<file path="src/rtl/apb_regbank_slave_if.sv">
// APB bus bundle between the AHB-to-APB bridge (master) and one register-bank
// completer (slave). Clock and reset travel as plain ports beside it.
interface apb_regbank_slave_if;
  logic [2:0]  Pselx;
  logic        Penable;
  logic        Pwrite;
  logic [31:0] Paddr;
  logic [31:0] Pwdata;
  logic [31:0] Prdata;
  logic        Pready;
  logic        Pslverr;

  modport master (
    output Pselx, Penable, Pwrite, Paddr, Pwdata,
    input  Prdata, Pready, Pslverr
  );

  modport slave (
    input  Pselx, Penable, Pwrite, Paddr, Pwdata,
    output Prdata, Pready, Pslverr
  );
endinterface : apb_regbank_slave_if

</file>
<file path="src/rtl/apb_regbank_slave.sv">
// APB completer on one Pselx line of the AHB-to-APB bridge.
// Register map (word index from Paddr[AW+1:2]):
//   0 .. NUM_REGS-3 : read/write, reset 0
//   NUM_REGS-2      : WCOUNT, read-only count of committed writes
//   NUM_REGS-1      : ID, read-only constant ID_VALUE
// Unaligned accesses and writes to the read-only registers complete with
// Pslverr and change nothing. WAIT_CYCLES wait states are inserted in ACCESS.
module apb_regbank_slave #(
  parameter int          SLV_INDEX   = 0,
  parameter int          NUM_REGS    = 8,
  parameter int          WAIT_CYCLES = 1,
  parameter logic [31:0] ID_VALUE    = 32'hA5B0_0001
) (
  input  logic                      Pclk,
  input  logic                      Preset,
  apb_regbank_slave_if.slave        bus
);

  localparam int AW     = $clog2(NUM_REGS);
  localparam int NUM_RW = NUM_REGS - 2;

  localparam logic [AW-1:0] IDX_WCOUNT = AW'(NUM_REGS - 2);
  localparam logic [AW-1:0] IDX_ID     = AW'(NUM_REGS - 1);
  localparam logic [3:0]    WAIT_INIT  = 4'(WAIT_CYCLES);

  typedef enum logic {
    S_IDLE   = 1'b0,
    S_ACCESS = 1'b1
  } state_t;

  // ---------------------------------------------------------------------------
  // State and latched transfer attributes
  // ---------------------------------------------------------------------------
  state_t          r_state;
  state_t          w_state_nxt;
  logic [3:0]      r_wcnt;
  logic [AW-1:0]   r_idx;
  logic            r_write;
  logic [31:0]     r_wdata;
  logic            r_err;
  logic [31:0]     r_rdata;
  logic [31:0]     r_regs [NUM_RW];
  logic [31:0]     r_wcount;

  // ---------------------------------------------------------------------------
  // Bus decode
  // ---------------------------------------------------------------------------
  logic            w_sel;
  logic [AW-1:0]   w_idx;
  logic            w_ro_hit;
  logic            w_err_in;
  logic [31:0]     w_rd_mux;
  logic [31:0]     w_rdata_setup;
  logic            w_setup;
  logic            w_pready;
  logic            w_commit;
  logic            w_wcnt_dec;
  logic            w_unused;

  assign w_sel    = bus.Pselx[SLV_INDEX];
  assign w_idx    = bus.Paddr[AW+1:2];
  assign w_ro_hit = (w_idx == IDX_WCOUNT) || (w_idx == IDX_ID);
  assign w_err_in = (bus.Paddr[1:0] != 2'b00) || (bus.Pwrite && w_ro_hit);

  // Upper address bits and the other slaves' select lines are deliberately ignored.
  assign w_unused = ^{bus.Paddr, bus.Pselx};

  // Read mux for the address presented in SETUP; an erroring access returns 0.
  always_comb begin
    // NOTE: every always_comb output gets a default first so no path can leave
    // it unassigned, which is what would otherwise infer a latch.
    w_rd_mux = '0;
    if (w_idx == IDX_ID) begin
      w_rd_mux = ID_VALUE;
    end else if (w_idx == IDX_WCOUNT) begin
      w_rd_mux = r_wcount;
    end else begin
      for (int i = 0; i < NUM_RW; i++) begin
        if (w_idx == AW'(i)) begin
          w_rd_mux = r_regs[i];
        end
      end
    end
  end

  assign w_rdata_setup = w_err_in ? 32'h0 : w_rd_mux;

  // ---------------------------------------------------------------------------
  // FSM
  // ---------------------------------------------------------------------------

  // Next-state decode: SETUP detection, completion and abort.
  always_comb begin
    w_state_nxt = r_state;
    w_setup     = 1'b0;
    w_pready    = 1'b0;
    unique case (r_state)
      S_IDLE: begin
        // Penable without a preceding SETUP is ignored here.
        if (w_sel && !bus.Penable) begin
          w_setup     = 1'b1;
          w_state_nxt = S_ACCESS;
        end
      end
      S_ACCESS: begin
        if (!w_sel) begin
          // Select dropped before completion: abandon the transfer.
          w_state_nxt = S_IDLE;
        end else if (bus.Penable && (r_wcnt == 4'd0)) begin
          w_pready    = 1'b1;
          w_state_nxt = S_IDLE;
        end
      end
      default: w_state_nxt = S_IDLE;
    endcase
  end

  assign w_commit   = w_pready && r_write && !r_err;
  assign w_wcnt_dec = (r_state == S_ACCESS) && w_sel && bus.Penable &&
                      (r_wcnt != 4'd0);

  // State register.
  always_ff @(posedge Pclk) begin
    // NOTE: clocked state uses non-blocking assignments so every flop samples
    // pre-edge values regardless of block ordering.
    if (Preset) begin
      r_state <= S_IDLE;
    end else begin
      r_state <= w_state_nxt;
    end
  end

  // Capture the transfer in SETUP and count down wait states in ACCESS.
  always_ff @(posedge Pclk) begin
    if (Preset) begin
      r_wcnt  <= 4'd0;
      r_idx   <= '0;
      r_write <= 1'b0;
      r_wdata <= 32'h0;
      r_err   <= 1'b0;
      r_rdata <= 32'h0;
    end else if (w_setup) begin
      r_wcnt  <= WAIT_INIT;
      r_idx   <= w_idx;
      r_write <= bus.Pwrite;
      r_wdata <= bus.Pwdata;
      r_err   <= w_err_in;
      r_rdata <= w_rdata_setup;
    end else if (w_wcnt_dec) begin
      r_wcnt  <= r_wcnt - 4'd1;
    end
  end

  // Register bank and write counter, updated only on a clean write completion.
  always_ff @(posedge Pclk) begin
    if (Preset) begin
      // NOTE: the register array is reset explicitly because software relies on
      // reading zero after reset; this keeps it in flops rather than a RAM macro.
      for (int i = 0; i < NUM_RW; i++) begin
        r_regs[i] <= 32'h0;
      end
      r_wcount <= 32'h0;
    end else if (w_commit) begin
      for (int i = 0; i < NUM_RW; i++) begin
        if (r_idx == AW'(i)) begin
          r_regs[i] <= r_wdata;
        end
      end
      r_wcount <= r_wcount + 32'd1;
    end
  end

  // ---------------------------------------------------------------------------
  // Outputs
  // ---------------------------------------------------------------------------
  assign bus.Pready  = w_pready;
  assign bus.Pslverr = w_pready && r_err;
  assign bus.Prdata  = (w_pready && !r_write) ? r_rdata : 32'h0;

endmodule : apb_regbank_slave

</file>
<file path="src/flat_wrapper.sv">
// flat-port wrapper written by rule: the top's interface ports become plain ports
module apb_regbank_slave_flat 
#(
  parameter int          SLV_INDEX   = 0,
  parameter int          NUM_REGS    = 8,
  parameter int          WAIT_CYCLES = 1,
  parameter logic [31:0] ID_VALUE    = 32'hA5B0_0001
)
  (Pclk, Preset, bus_Pselx, bus_Penable, bus_Pwrite, bus_Paddr, bus_Pwdata, bus_Prdata, bus_Pready, bus_Pslverr);
  apb_regbank_slave_if bus_i ();
  input  logic Pclk;
  input  logic Preset;
  input wire logic [$bits(bus_i.Pselx)-1:0] bus_Pselx;
  input wire logic [$bits(bus_i.Penable)-1:0] bus_Penable;
  input wire logic [$bits(bus_i.Pwrite)-1:0] bus_Pwrite;
  input wire logic [$bits(bus_i.Paddr)-1:0] bus_Paddr;
  input wire logic [$bits(bus_i.Pwdata)-1:0] bus_Pwdata;
  output wire logic [$bits(bus_i.Prdata)-1:0] bus_Prdata;
  output wire logic [$bits(bus_i.Pready)-1:0] bus_Pready;
  output wire logic [$bits(bus_i.Pslverr)-1:0] bus_Pslverr;
  assign bus_i.Pselx = bus_Pselx;
  assign bus_i.Penable = bus_Penable;
  assign bus_i.Pwrite = bus_Pwrite;
  assign bus_i.Paddr = bus_Paddr;
  assign bus_i.Pwdata = bus_Pwdata;
  assign bus_Prdata = bus_i.Prdata;
  assign bus_Pready = bus_i.Pready;
  assign bus_Pslverr = bus_i.Pslverr;
  apb_regbank_slave #(.SLV_INDEX(SLV_INDEX), .NUM_REGS(NUM_REGS), .WAIT_CYCLES(WAIT_CYCLES), .ID_VALUE(ID_VALUE)) u_core (.Pclk(Pclk), .Preset(Preset), .bus(bus_i));
endmodule
</file>
<file path="config.mk">
export PLATFORM = sky130hd
export DESIGN_NAME = apb_regbank_slave_flat
export DESIGN_NICKNAME = d
export VERILOG_FILES = /design/src/rtl/apb_regbank_slave_if.sv /design/src/rtl/apb_regbank_slave.sv /design/src/flat_wrapper.sv
export SDC_FILE = /design/constraint.sdc
export NUM_CORES = 1
export LEC_CHECK = 0
export BUFFER_PORTS_ARGS = -buffer_cell sky130_fd_sc_hd__buf_4
export CORE_ASPECT_RATIO = 1.75
export CORE_MARGIN = 5
export CORE_UTILIZATION = 53
export DETAILED_ROUTE_END_ITERATION = 6
export PLACE_DENSITY = 0.72
export SLEW_MARGIN = 20
export SYNTH_ARGS = -nofsm -noshare
export SYNTH_HDL_FRONTEND = slang
export SYNTH_SLANG_ARGS = --single-unit
</file>
<file path="constraint.sdc">
create_clock -name Pclk -period 5 [get_ports Pclk]
set_clock_uncertainty 0.05 [all_clocks]
set_input_delay 0.5 -clock Pclk [delete_from_list [all_inputs] [get_ports Pclk]]
set_output_delay 0.5 -clock Pclk [all_outputs]
set_load 0.01 [all_outputs]
</file>
==> results.py, run 1 <==
metrics = {
    "outcome": {
        "status": "finished clean",
    },
    "route": {
        "num_vias": 9259,
        "ant_nets": 0,
        "via_per_inst": 5.769,
        "remaining_drc_errors": 0,
        "drt-initial-drc-count": 695,
        "routedWlPerCell_um": 20.91,
        "totalWireLength_mm": 33.56,
        "dr.pass1.iters": 5,
    },
    "cts": {
        "clkTransAtPathRegs_ps": 60,
        "clk_latency_ps": 550,
        "cts_resized": 0,
        "cts_setup_buffers": 0,
        "cts-root-buf": "clkbuf_16",
        "clock_sinks": 298,
        "cts_tree": "done",
        "htree_levels": 1,
        "clockBufferDepth": 3,
        "cts_buffers": 27,
        "postCtsHoldBufs": 0,
    },
    "cells_and_area": {
        "layout-drive-gt1-share_pct": 13.07,
        "final_nets": 1346,
        "utilization_pct": 60.66,
        "diodes": 0,
        "syn2layout_area_growth_pct": 12.87,
        "fin_cells": 1605,
    },
    "timing": {
        "worst_pin_slew_ps": 1161,
        "final_hold_viol_count": 0,
        "slew_headroom_pct": 22.02,
        "min_period_ps": 3384,
        "rsz0062_at_grt": "no",
        "slew_violations": 0,
        "finalCritPeriodShare_pct": 67.67,
        "fmax_ghz": 0.2955,
        "setup-tns-final_ps": 0,
        "finalSetupViolCount": 0,
        "timing.hold.ws_ps": 105.9,
    },
    "logic_synthesis": {
        "ys_seq_area_share_pct": 59.59,
        "synthSimpleGateAreaFrac_pct": 22.19,
        "synthAdderAreaFrac_pct": 0.2836,
        "synth_xor_area_share_pct": 1.853,
        "synth_fp_nets": 1300,
        "synth_warnings": 0,
        "syn_inst": 1226,
        "synth_top_family_by_area": "simple AND/OR/NAND/NOR gates",
        "synthMuxAreaShare_pct": 4.027,
        "syn_area_sq_um": 13240,
        "synth_compound_area_share_pct": 9.500,
        "yosysUniqueCellTypes": 45,
        "ys_ff_latch": 298,
        "avgSynthCellArea_sq_um": 10.80,
    },
    "global_route": {
        "overflow": 0,
        "grt_pass1_vias": 9136,
        "grt.total_usage_pct": 23.70,
        "grt_max_degree": 88,
        "grt_pass1_wl_mm": 51.27,
        "antenna_found_initial": 0,
    },
    "die": {
        "coreArea_sq_um": 24630,
        "rows": 76,
        "die_w_um": 129.5,
        "initial_core_util_pct": 53.74,
        "dieHeight_um": 219.1,
        "die_area_sq_um": 28360,
        "io_pins": 105,
    },
    "hold_path": {
        "whs_path_depth": 2,
        "min_from": "bus_Penable",
        "hold_path_class": "input port to flop",
        "hold_path_end": "u_core.r_state",
    },
    "setup_path": {
        "r2r_setup_slack_ps": 1620,
        "crit_path_top_delay_cell": "a21o_1",
        "r2r_start": "u_core.r_wcnt[0]",
        "startpoint_type": "flop",
        "cp.arrival_ps": 3580,
        "reg2reg_to": "u_core.r_regs[0][6]",
        "cp_data_required_time_ps": 5190,
        "end_kind": "flop",
        "rr_worst_depth": 7,
        "path_class": "flop to flop",
        "cp_max_fo": 18,
        "path_cells": "inv_1, ha_1, or3b_1, or3_1, nor2_1, a21o_1, buf_12",
        "slowest_delay_ps": 720,
    },
    "power_and_ir_drop": {
        "peakVddDrop_mv": 0.2625,
        "p_int_mw": 3.908,
        "seq_power_share_pct": 54.0,
        "p_sw_mw": 1.126,
        "power_frac_clock_pct": 39.9,
        "switching_share_pct": 22.37,
        "comb_power_share_pct": 6.1,
        "power.density_nw_per_um2": 336.9,
        "leakage_nw": 5.615,
    },
    "place": {
        "dp_cells": 1555,
        "gp_congestion": 0.8437,
        "io_buffers": 75,
        "dp_hpwl_mm": 20.82,
    },
    "run": {
        "max_cap_violations": 0,
    },
}
[worst max-delay path by stage]
stage	start	end	slack (ps)
finish	u_core.r_wcnt[0]	u_core.r_regs[0][6]	1620
global route	u_core.r_wcnt[0]	u_core.r_regs[0][6]	1450
global placement	u_core.r_wcnt[0]	u_core.r_regs[0][144]	1670
CTS	u_core.r_wcnt[0]	u_core.r_regs[0][6]	1570
detailed placement	u_core.r_wcnt[0]	u_core.r_regs[0][8]	1600
floorplan	u_core.r_wcnt[0]	u_core.r_regs[0][0]	2130
[cell usage in the layout, fill, tap and decap left out, types with 9 or more instances in the layout]
cell type,n
clkbuf_1,11
xor2_1,17
and2_1,225
clkbuf_16,28
buf_4,97
nand4_1,15
nor2_1,93
mux4_2,9
nand2_1,150
o22ai_1,23
a22oi_1,23
edfxtp_1,192
xnor2_1,11
a21oi_1,113
o31ai_1,23
mux2i_1,24
dfxtp_1,106
nor3_1,10
nand3_1,20
[worst max-delay path: cells and delay by family, from the launching register on]
family	cells	cell delay, ps
buffers and inverters	2	350
AND/OR/NAND/NOR	3	1440
AO/OA/AOI/OAI	1	720
flip-flops	1	330
adder cells (fa/ha/maj)	1	160
[final cells by class]
cell class	count	area [sq um]
inverters	6	22.52
multi-input cells	840	5022
repair buffers	99	768.2
clock buffers	42	783.3
clock inverters	8	66.31
well taps	312	390.4
flip-flops and latches	298	7888
fillers	2048	9688
[metal layers]
| layer | routed length (um) | part of all wire, % | track usage, % | vias to the layer above |
|---|---|---|---|---|
| li1 | - | - | - | 4407 |
| met1 | 12460 | 37 | 27.22 | 4467 |
| met3 | 1752 | 5.2 | 2.898 | 76 |
| met4 | 1617 | 4.8 | 11.65 | 0 |
| met2 | 17730 | 53 | 42.95 | 309 |
| met5 | 0 | 0 | 0 | - |
[power groups by stage]
| stage | registers (mW) | clock network, mW | logic (mW) |
|---|---|---|---|
| finish | 2.72 | 2.01 | 0.306 |
| global placement | 2.77 | 0 | 0.302 |
| floorplan | 2.76 | 0 | 0.185 |
| detailed placement | 2.77 | 0 | 0.306 |
| global route | 2.73 | 2.13 | 0.330 |
| CTS | 2.72 | 2.03 | 0.308 |
[per-stage QoR]
step / power (mW) / area (sq um) / worst slack (ps)
finish: 5.034 / 14940 / 1616
global route: 5.186 / 14940 / 1453
CTS: 5.058 / 14940 / 1569
detailed placement: 3.079 / 14090 / 1599
global placement: 3.071 / 14090 / 1669
floorplan: 2.942 / 13240 / 2126
[logic make-up (layout without fill, tap and decap cells)]
kind of cell / Yosys count / after routing
multiplexers: 41 / 41
XOR/XNOR: 28 / 28
flip-flops: 298 / 298
adder cells (fa/ha/maj): 3 / 3
buffers and inverters: 88 / 155
AO/OA/AOI/OAI: 207 / 207
AND/OR/NAND/NOR: 561 / 561
[sequential cells by signal (all words and copies together) (netlist names)]
signal           flops
u_core.r_idx         3
u_core.r_write       1
u_core.r_err         1
u_core.r_wcount     32
u_core.r_wdata      32
u_core.r_wcnt        4
u_core.r_rdata      32
u_core.r_state       1
u_core.r_regs      192
[cells in the mapped netlist]
library cell | number | area, sq um
a2111oi_0 | 1 | 8.760
or2_2 | 1 | 6.260
and2_1 | 225 | 1408
o21ai_0 | 4 | 20.02
a21o_1 | 2 | 15.01
o31ai_1 | 23 | 172.7
inv_1 | 6 | 22.52
mux4_2 | 9 | 202.7
edfxtp_1 | 192 | 5766
ha_1 | 3 | 37.54
nand2b_1 | 6 | 37.54
nor3b_1 | 2 | 15.01
nor4_4 | 3 | 63.81
buf_6 | 1 | 11.26
dfxtp_1 | 106 | 2122
buf_1 | 10 | 37.54
xnor2_1 | 11 | 96.34
nand4_1 | 15 | 93.84
mux2i_1 | 24 | 240.2
nor3_1 | 11 | 55.05
a21oi_1 | 113 | 565.5
o221ai_1 | 8 | 70.07
or3b_2 | 1 | 8.760
nor2b_1 | 4 | 25.02
nand2_1 | 150 | 563.0
clkbuf_1 | 70 | 262.8
a31o_1 | 2 | 17.52
a311o_1 | 2 | 20.02
or3b_1 | 1 | 8.760
a22oi_1 | 23 | 172.7
nor3_2 | 2 | 20.02
and4_1 | 4 | 35.03
or3_1 | 6 | 37.54
mux2_2 | 8 | 90.09
nand4b_1 | 2 | 17.52
and3_1 | 8 | 50.05
nand3_1 | 20 | 100.1
nor4_1 | 5 | 31.28
buf_2 | 1 | 5.000
nand3b_1 | 1 | 7.510
xor2_1 | 17 | 148.9
nor2_1 | 94 | 352.8
o22ai_1 | 23 | 143.9
o211ai_1 | 1 | 7.510
a31o_2 | 5 | 43.79
Note: power is estimated with default switching activity, not from simulation.
==> run 2: changes to the inputs <==
Settings changed: ABC_AREA set to 1, PLACE_DENSITY 0.72 to 0.74.
Clock period 5 ns to 3 ns, I/O delays scaled along.
==> run 2 against run 1 <==
Compared with the run above: via count up 19%; routed wire length up 7.1%; sequential share of layout area down 2.9 points.
==> results.py, run 2 <==
metrics = {
    "outcome": {
        "status": "finished clean",
    },
    "setup_path": {
        "worst_path_most_repeated_cell": "buf_4",
        "r2r_setup_slack_ps": 530,
        "cp_num_buf_inv": 3,
        "end_kind": "output pin",
        "slowest_delay_ps": 320,
        "r2r_start": "u_core.r_wcnt[0]",
        "reg2reg_to": "u_core.r_regs[0][119]",
        "startpoint_type": "flop",
        "path_class": "flop to output pin",
        "cp_max_fo": 21,
        "path_cells": "inv_1, ha_1, nand3_2, nor2_4, nand2_1, buf_4, nor2_1, buf_4",
        "crit_path_top_delay_cell": "buf_4",
        "rr_worst_depth": 8,
        "critical_path.top_delay_family": "simple AND/OR/NAND/NOR gates",
        "cp_data_required_time_ps": 2650,
        "cp.arrival_ps": 2370,
    },
    "cells_and_area": {
        "utilization_pct": 61.32,
        "final_nets": 1829,
        "fillers": 2269,
        "fin_cells": 2095,
        "layout-drive-gt1-share_pct": 10.76,
        "largest_reg_flops": 192,
        "syn2layout_area_growth_pct": 14.98,
        "diodes": 0,
        "multiInputGateArea_sq_um": 4788,
        "final_cell_mix": "466 x nand2_1, 361 x nor2_1, 192 x edfxtp_1",
        "seq_area_sq_um": 7888,
        "final_common_cell": "nand2_1",
        "largest-register": "u_core.r_regs",
    },
    "logic_synthesis": {
        "async_flop_share_pct": 0,
        "syn_inst": 1664,
        "synth-edff-count": 192,
        "yosysMostFrequentCell": "nand2_1",
        "synth_warnings": 0,
        "synth_top_area_share_pct": 41.96,
        "synth_common_cells": "466 x nand2_1, 361 x nor2_1, 192 x edfxtp_1, 171 x inv_1, 106 x dfxtp_1",
        "yosysUniqueCellTypes": 33,
        "avgSynthCellArea_sq_um": 8.257,
        "synthTopCellsByArea": "edfxtp_1 42%, dfxtp_1 15%, nand2_1 13%",
        "syn_area_sq_um": 13740,
        "ys_ff_latch": 298,
        "synth_fp_nets": 1738,
        "ys_seq_area_share_pct": 57.41,
        "synth_top_cell_by_area": "edfxtp_1",
        "synth_ff_type": "edfxtp_1",
    },
    "power_and_ir_drop": {
        "leakage_nw": 6.302,
        "p_int_mw": 6.652,
        "comb_power_share_pct": 6.5,
        "power.density_nw_per_um2": 542.5,
        "switching_share_pct": 22.39,
        "p_sw_mw": 1.919,
        "peakVddDrop_mv": 0.4642,
        "seq_power_share_pct": 52.7,
        "power_frac_clock_pct": 40.8,
    },
    "die": {
        "io_pins": 105,
        "initial_core_util_pct": 53.33,
        "die_area_sq_um": 29370,
        "dieHeight_um": 223.0,
        "die_w_um": 131.7,
        "coreArea_sq_um": 25760,
        "rows": 78,
    },
    "timing": {
        "layout_setup_ws_ps": 277.7,
        "slew_violations": 0,
        "final_hold_viol_count": 0,
        "min_period_ps": 2722,
        "finalSetupViolCount": 0,
        "fmax_ghz": 0.3673,
        "timing.hold.ws_ps": 4.476,
        "finalCritPeriodShare_pct": 90.74,
        "worst_pin_slew_ps": 614.0,
        "slew_headroom_pct": 58.92,
        "rsz0062_at_grt": "no",
    },
    "cts": {
        "clkTransAtPathRegs_ps": 60,
        "htree_levels": 1,
        "clockBufferDepth": 3,
        "cts_tree": "done",
        "cts_setup_buffers": 0,
        "cts-root-buf": "clkbuf_16",
        "cts_buffers": 26,
        "clock_sinks": 298,
        "clk_latency_ps": 550,
    },
    "hold_path": {
        "min_from": "bus_Pwdata[27]",
        "whs_path_depth": 3,
        "hold_path_end": "u_core.r_wdata[27]",
        "hold_path_class": "input port to flop",
    },
    "place": {
        "gp_congestion": 0.9295,
        "dp_cells": 2018,
        "dp_hpwl_mm": 24.07,
        "io_buffers": 75,
        "dp_slack_ps": 515.9,
    },
    "route": {
        "dr.pass1.iters": 5,
        "totalWireLength_mm": 35.96,
        "routedWlPerCell_um": 17.16,
        "drt-initial-drc-count": 897,
        "remaining_drc_errors": 0,
        "ant_nets": 0,
        "num_vias": 11040,
        "via_per_inst": 5.272,
    },
    "global_route": {
        "overflow": 0,
        "grt_max_degree": 53,
        "antenna_found_initial": 0,
        "grt_pass1_vias": 11040,
        "grt.total_usage_pct": 24.03,
        "grt_pass1_wl_mm": 56.23,
    },
    "run": {
        "max_cap_violations": 0,
    },
}
==> run 2: cell count changes after synthesis, sizes merged, moves of 24 or more <==
cell,delta
clkbuf,-44
nand2,+319
buf,+37
a21oi,-27
inv,+173
mux2i,-24
and2,-225
o21ai,+73
nand3,+39
nor2,+272
==> run 2: tightest hold or removal path, cell delays in order <==
cell	delay [ps]
buf_4	70
o21ai_0	70
a21oi_1	110
==> run 2: layout make-up <==
cell class	instances	share of cell area [%]
multi-input cells	1111	30.31
flip-flops and latches	298	49.93
repair buffers	138	7.255
well taps	320	2.534
clock buffers	35	4.712
inverters	180	4.277
clock inverters	13	0.9821
==> run 2: timing repair <==
item	CTS	global route
endpoints found under the hold margin	29	0
endpoints found under the setup margin	0	0
resized for setup	0	0
hold buffers	29	0
==> run 2: worst max-delay path by stage <==
| stage | startpoint | endpoint | cells past startpoint |
|---|---|---|---|
| after floorplan | u_core.r_wcnt[0] | u_core.r_regs[0][0] | 8 |
| after global placement | u_core.r_wcnt[0] | u_core.r_regs[0][119] | 8 |
| after detailed placement | u_core.r_wcnt[0] | u_core.r_regs[0][119] | 8 |
| after CTS | u_core.r_wcnt[0] | bus_Prdata[18] | 8 |
| after global routing | u_core.r_wcnt[0] | bus_Prdata[18] | 8 |
| final | u_core.r_wcnt[0] | bus_Prdata[18] | 8 |
==> run 2: cell families (layout without fill, tap and decap cells) <==
kind of cell | after synthesis | count (layout) | share of synthesized area, %
AOI/OAI and AO/OA | 166 | 166 | 6.101
xor gates and xnor gates | 4 | 4 | 0.2550
adders and majority gates | 3 | 3 | 0.2732
buffers and inverters | 255 | 366 | 7.932
DFF | 298 | 298 | 57.41
and+or+nand+nor | 938 | 938 | 28.03
==> run 2: metal layers <==
metal,track usage [%],wire length [um]
met3,2.301,2001
met5,0,0
met2,45.78,19730
met1,26.12,12830
met4,12.12,1392
==> run 2: through the flow <==
stage | power [mW] | TNS (ps) | instance area (sq um)
2_1_floorplan | 4.927 | -31250 | 13740
6_report | 8.571 | 0 | 15800
5_1_grt | 8.807 | 0 | 15800
3_3_place_gp | 5.111 | 0 | 14610
3_5_place_dp | 5.130 | 0 | 14610
4_1_cts | 8.607 | 0 | 15800
==> run 2: power groups by stage <==
| stage | sequential, mW | clock [mW] | combinational (mW) |
|---|---|---|---|
| after global routing | 4.53 | 3.67 | 0.612 |
| after detailed placement | 4.61 | 0 | 0.522 |
| after CTS | 4.52 | 3.53 | 0.555 |
| after global placement | 4.60 | 0 | 0.511 |
| final | 4.52 | 3.50 | 0.556 |
| after floorplan | 4.60 | 0 | 0.326 |
==> run 3: changes to the inputs <==
--- a/constraint.sdc
+++ b/constraint.sdc
@@ -3,3 +3,3 @@
 set_input_delay 0.3 -clock Pclk [delete_from_list [all_inputs] [get_ports Pclk]]
 set_output_delay 0.3 -clock Pclk [all_outputs]
-set_load 0.01 [all_outputs]
+set_load 0.02 [all_outputs]
==> run 3 against run 2 <==
Compared with the run above: maximum frequency is 0.43% lower; flip-flop and latch count stayed put; setup slack worse by 12 ps; cell area is 0.29% higher; die area stayed put; non-clock buffer count is 3 higher; sequential power hardly changed; critical endpoint is now bus_Prdata[16]; largest power group unchanged.
==> results.py, run 3 (same netlist as run 2, synthesis figures left out) <==
metrics = {
    "die": {
        "initial_core_util_pct": 53.33,
        "coreArea_sq_um": 25760,
        "dieHeight_um": 223.0,
        "die_area_sq_um": 29370,
        "rows": 78,
        "die_w_um": 131.7,
        "io_pins": 105,
    },
    "power_and_ir_drop": {
        "p_sw_mw": 1.948,
        "power.density_nw_per_um2": 545.5,
        "peakVddDrop_mv": 0.5533,
        "power_frac_clock_pct": 41.2,
        "seq_power_share_pct": 52.3,
        "leakage_nw": 6.327,
        "switching_share_pct": 22.54,
        "p_int_mw": 6.695,
        "comb_power_share_pct": 6.5,
    },
    "global_route": {
        "overflow": 0,
        "top_usage_layer": "met2",
        "grt_max_degree": 53,
        "grt_use_met2_pct": 45.78,
        "grt_use_met1_pct": 26.48,
        "met3_usage_pct": 3.114,
        "grt_pass1_wl_mm": 56.77,
        "grt_pass1_vias": 11060,
        "grt.total_usage_pct": 24.22,
        "antenna_found_initial": 0,
    },
    "place": {
        "dp_hpwl_mm": 24.11,
        "dp_slack_ps": 562.2,
        "gp_congestion": 0.9329,
        "io_buffers": 75,
    },
    "route": {
        "num_vias": 11200,
        "ant_nets": 0,
        "drt-initial-drc-count": 956,
        "totalWireLength_mm": 36.43,
        "via_per_inst": 5.332,
        "remaining_drc_errors": 0,
        "routedWlPerCell_um": 17.35,
        "dr.pass1.iters": 5,
    },
    "setup_path": {
        "cp.arrival_ps": 2380,
        "critical_path.top_delay_family": "simple AND/OR/NAND/NOR gates",
        "cp_data_required_time_ps": 2650,
        "cp_max_fo": 21,
        "startpoint_type": "flop",
        "slowest_delay_ps": 330,
        "end_kind": "output pin",
        "cp_num_buf_inv": 3,
        "crit_path_top_delay_cell": "buf_4",
        "worst_path_most_repeated_cell": "buf_4",
        "path_class": "flop to output pin",
        "path_cells": "inv_1, ha_1, nand3_2, nor2_4, nand2_1, buf_4, nor2_1, buf_4",
    },
    "timing": {
        "rsz0062_at_grt": "no",
        "min_period_ps": 2734,
        "slew_violations": 0,
        "finalSetupViolCount": 0,
        "setup-tns-final_ps": 0,
        "finalCritPeriodShare_pct": 91.14,
        "layout_setup_ws_ps": 265.9,
        "final_hold_viol_count": 0,
        "worst_pin_slew_ps": 589.8,
        "fmax_ghz": 0.3658,
        "slew_headroom_pct": 60.53,
        "timing.hold.ws_ps": 1.473,
    },
    "cts": {
        "cts-root-buf": "clkbuf_16",
        "clk_latency_ps": 550,
        "cts_tree": "done",
        "cts_setup_buffers": 0,
        "clkTransAtPathRegs_ps": 60,
        "postCtsHoldBufs": 32,
        "cts_resized": 0,
        "htree_levels": 1,
        "clockBufferDepth": 3,
        "cts_buffers": 27,
        "clock_sinks": 298,
    },
    "cells_and_area": {
        "final_common_cell": "nand2_1",
        "largest_reg_flops": 192,
        "diodes": 0,
        "final_cell_mix": "466 x nand2_1, 361 x nor2_1, 192 x edfxtp_1",
        "final_nets": 1833,
        "layout-drive-gt1-share_pct": 10.84,
        "syn2layout_area_growth_pct": 15.32,
        "largest-register": "u_core.r_regs",
    },
    "outcome": {
        "status": "finished clean",
    },
    "run": {
        "max_cap_violations": 0,
    },
    "hold_path": {
        "hold_path_class": "input port to flop",
    },
}
run 3: cell count changes in the layout (fill, tap and decap cells not counted):
cell           change
clkbuf_8           -3
clkbuf_1           +2
clkinv_8           -1
clkbuf_16          +2
inv_6              +1
dlygate4sd3_1      +3
clkinv_2           +3
clkinv_1           -2
run 3: layout make-up:
type	count	area [sq um]
clock buffers	36	760.7
well taps	320	400.4
multi-input cells	1111	4788
repair buffers	141	1176
fillers	2210	9921
flip-flops and latches	298	7888
clock inverters	14	155.1
inverters	180	675.6
run 3: worst paths after layout:
check	startpoint	depth (start not counted)	slack [ps]	end
worst min-delay path	bus_Pwdata[19]	3	1	u_core.r_wdata[19]
worst max-delay path	u_core.r_wcnt[0]	8	270	bus_Prdata[16]
worst min register to register	u_core.r_rdata[3]	2	400	u_core.r_rdata[3]
worst max register to register	u_core.r_wcnt[0]	8	530	u_core.r_regs[0][122]
run 3: metrics by stage:
| step | std cells | util [%] | instance area [sq um] | total power, mW |
|---|---|---|---|---|
| detailed placement | 2018 | 56.70 | 14610 | 5.131 |
| floorplan | 1664 | - | 13740 | 4.927 |
| global placement | 2018 | 56.70 | 14610 | 5.112 |
| CTS | 2100 | 61.49 | 15840 | 8.671 |
| finish | 2100 | 61.49 | 15840 | 8.643 |
| global route | 2100 | 61.49 | 15840 | 8.870 |
run 3: worst reg2reg max path, stage by stage, from the launching register on:
cell	delay [ps]
dfxtp_1	310
inv_1	110
ha_1	180
nand3_2	170
nor2_4	170
nand2_2	220
nor4_4	230
or2_2	460
buf_4	270
run 3: power groups by stage:
stage / combinational, mW / clock (mW) / sequential (mW)
floorplan: 0.326 / 0 / 4.60
global placement: 0.512 / 0 / 4.60
detailed placement: 0.523 / 0 / 4.61
CTS: 0.558 / 3.59 / 4.52
global route: 0.616 / 3.73 / 4.53
finish: 0.561 / 3.56 / 4.52
run 3: metal layers:
metal / share of wire, % / wire, um / vias up
li1: - / - / 5450
met1: 36 / 13130 / 5266
met2: 54 / 19570 / 375
met3: 6.1 / 2214 / 107
met4: 4.2 / 1515 / 0
met5: 0 / 0 / -
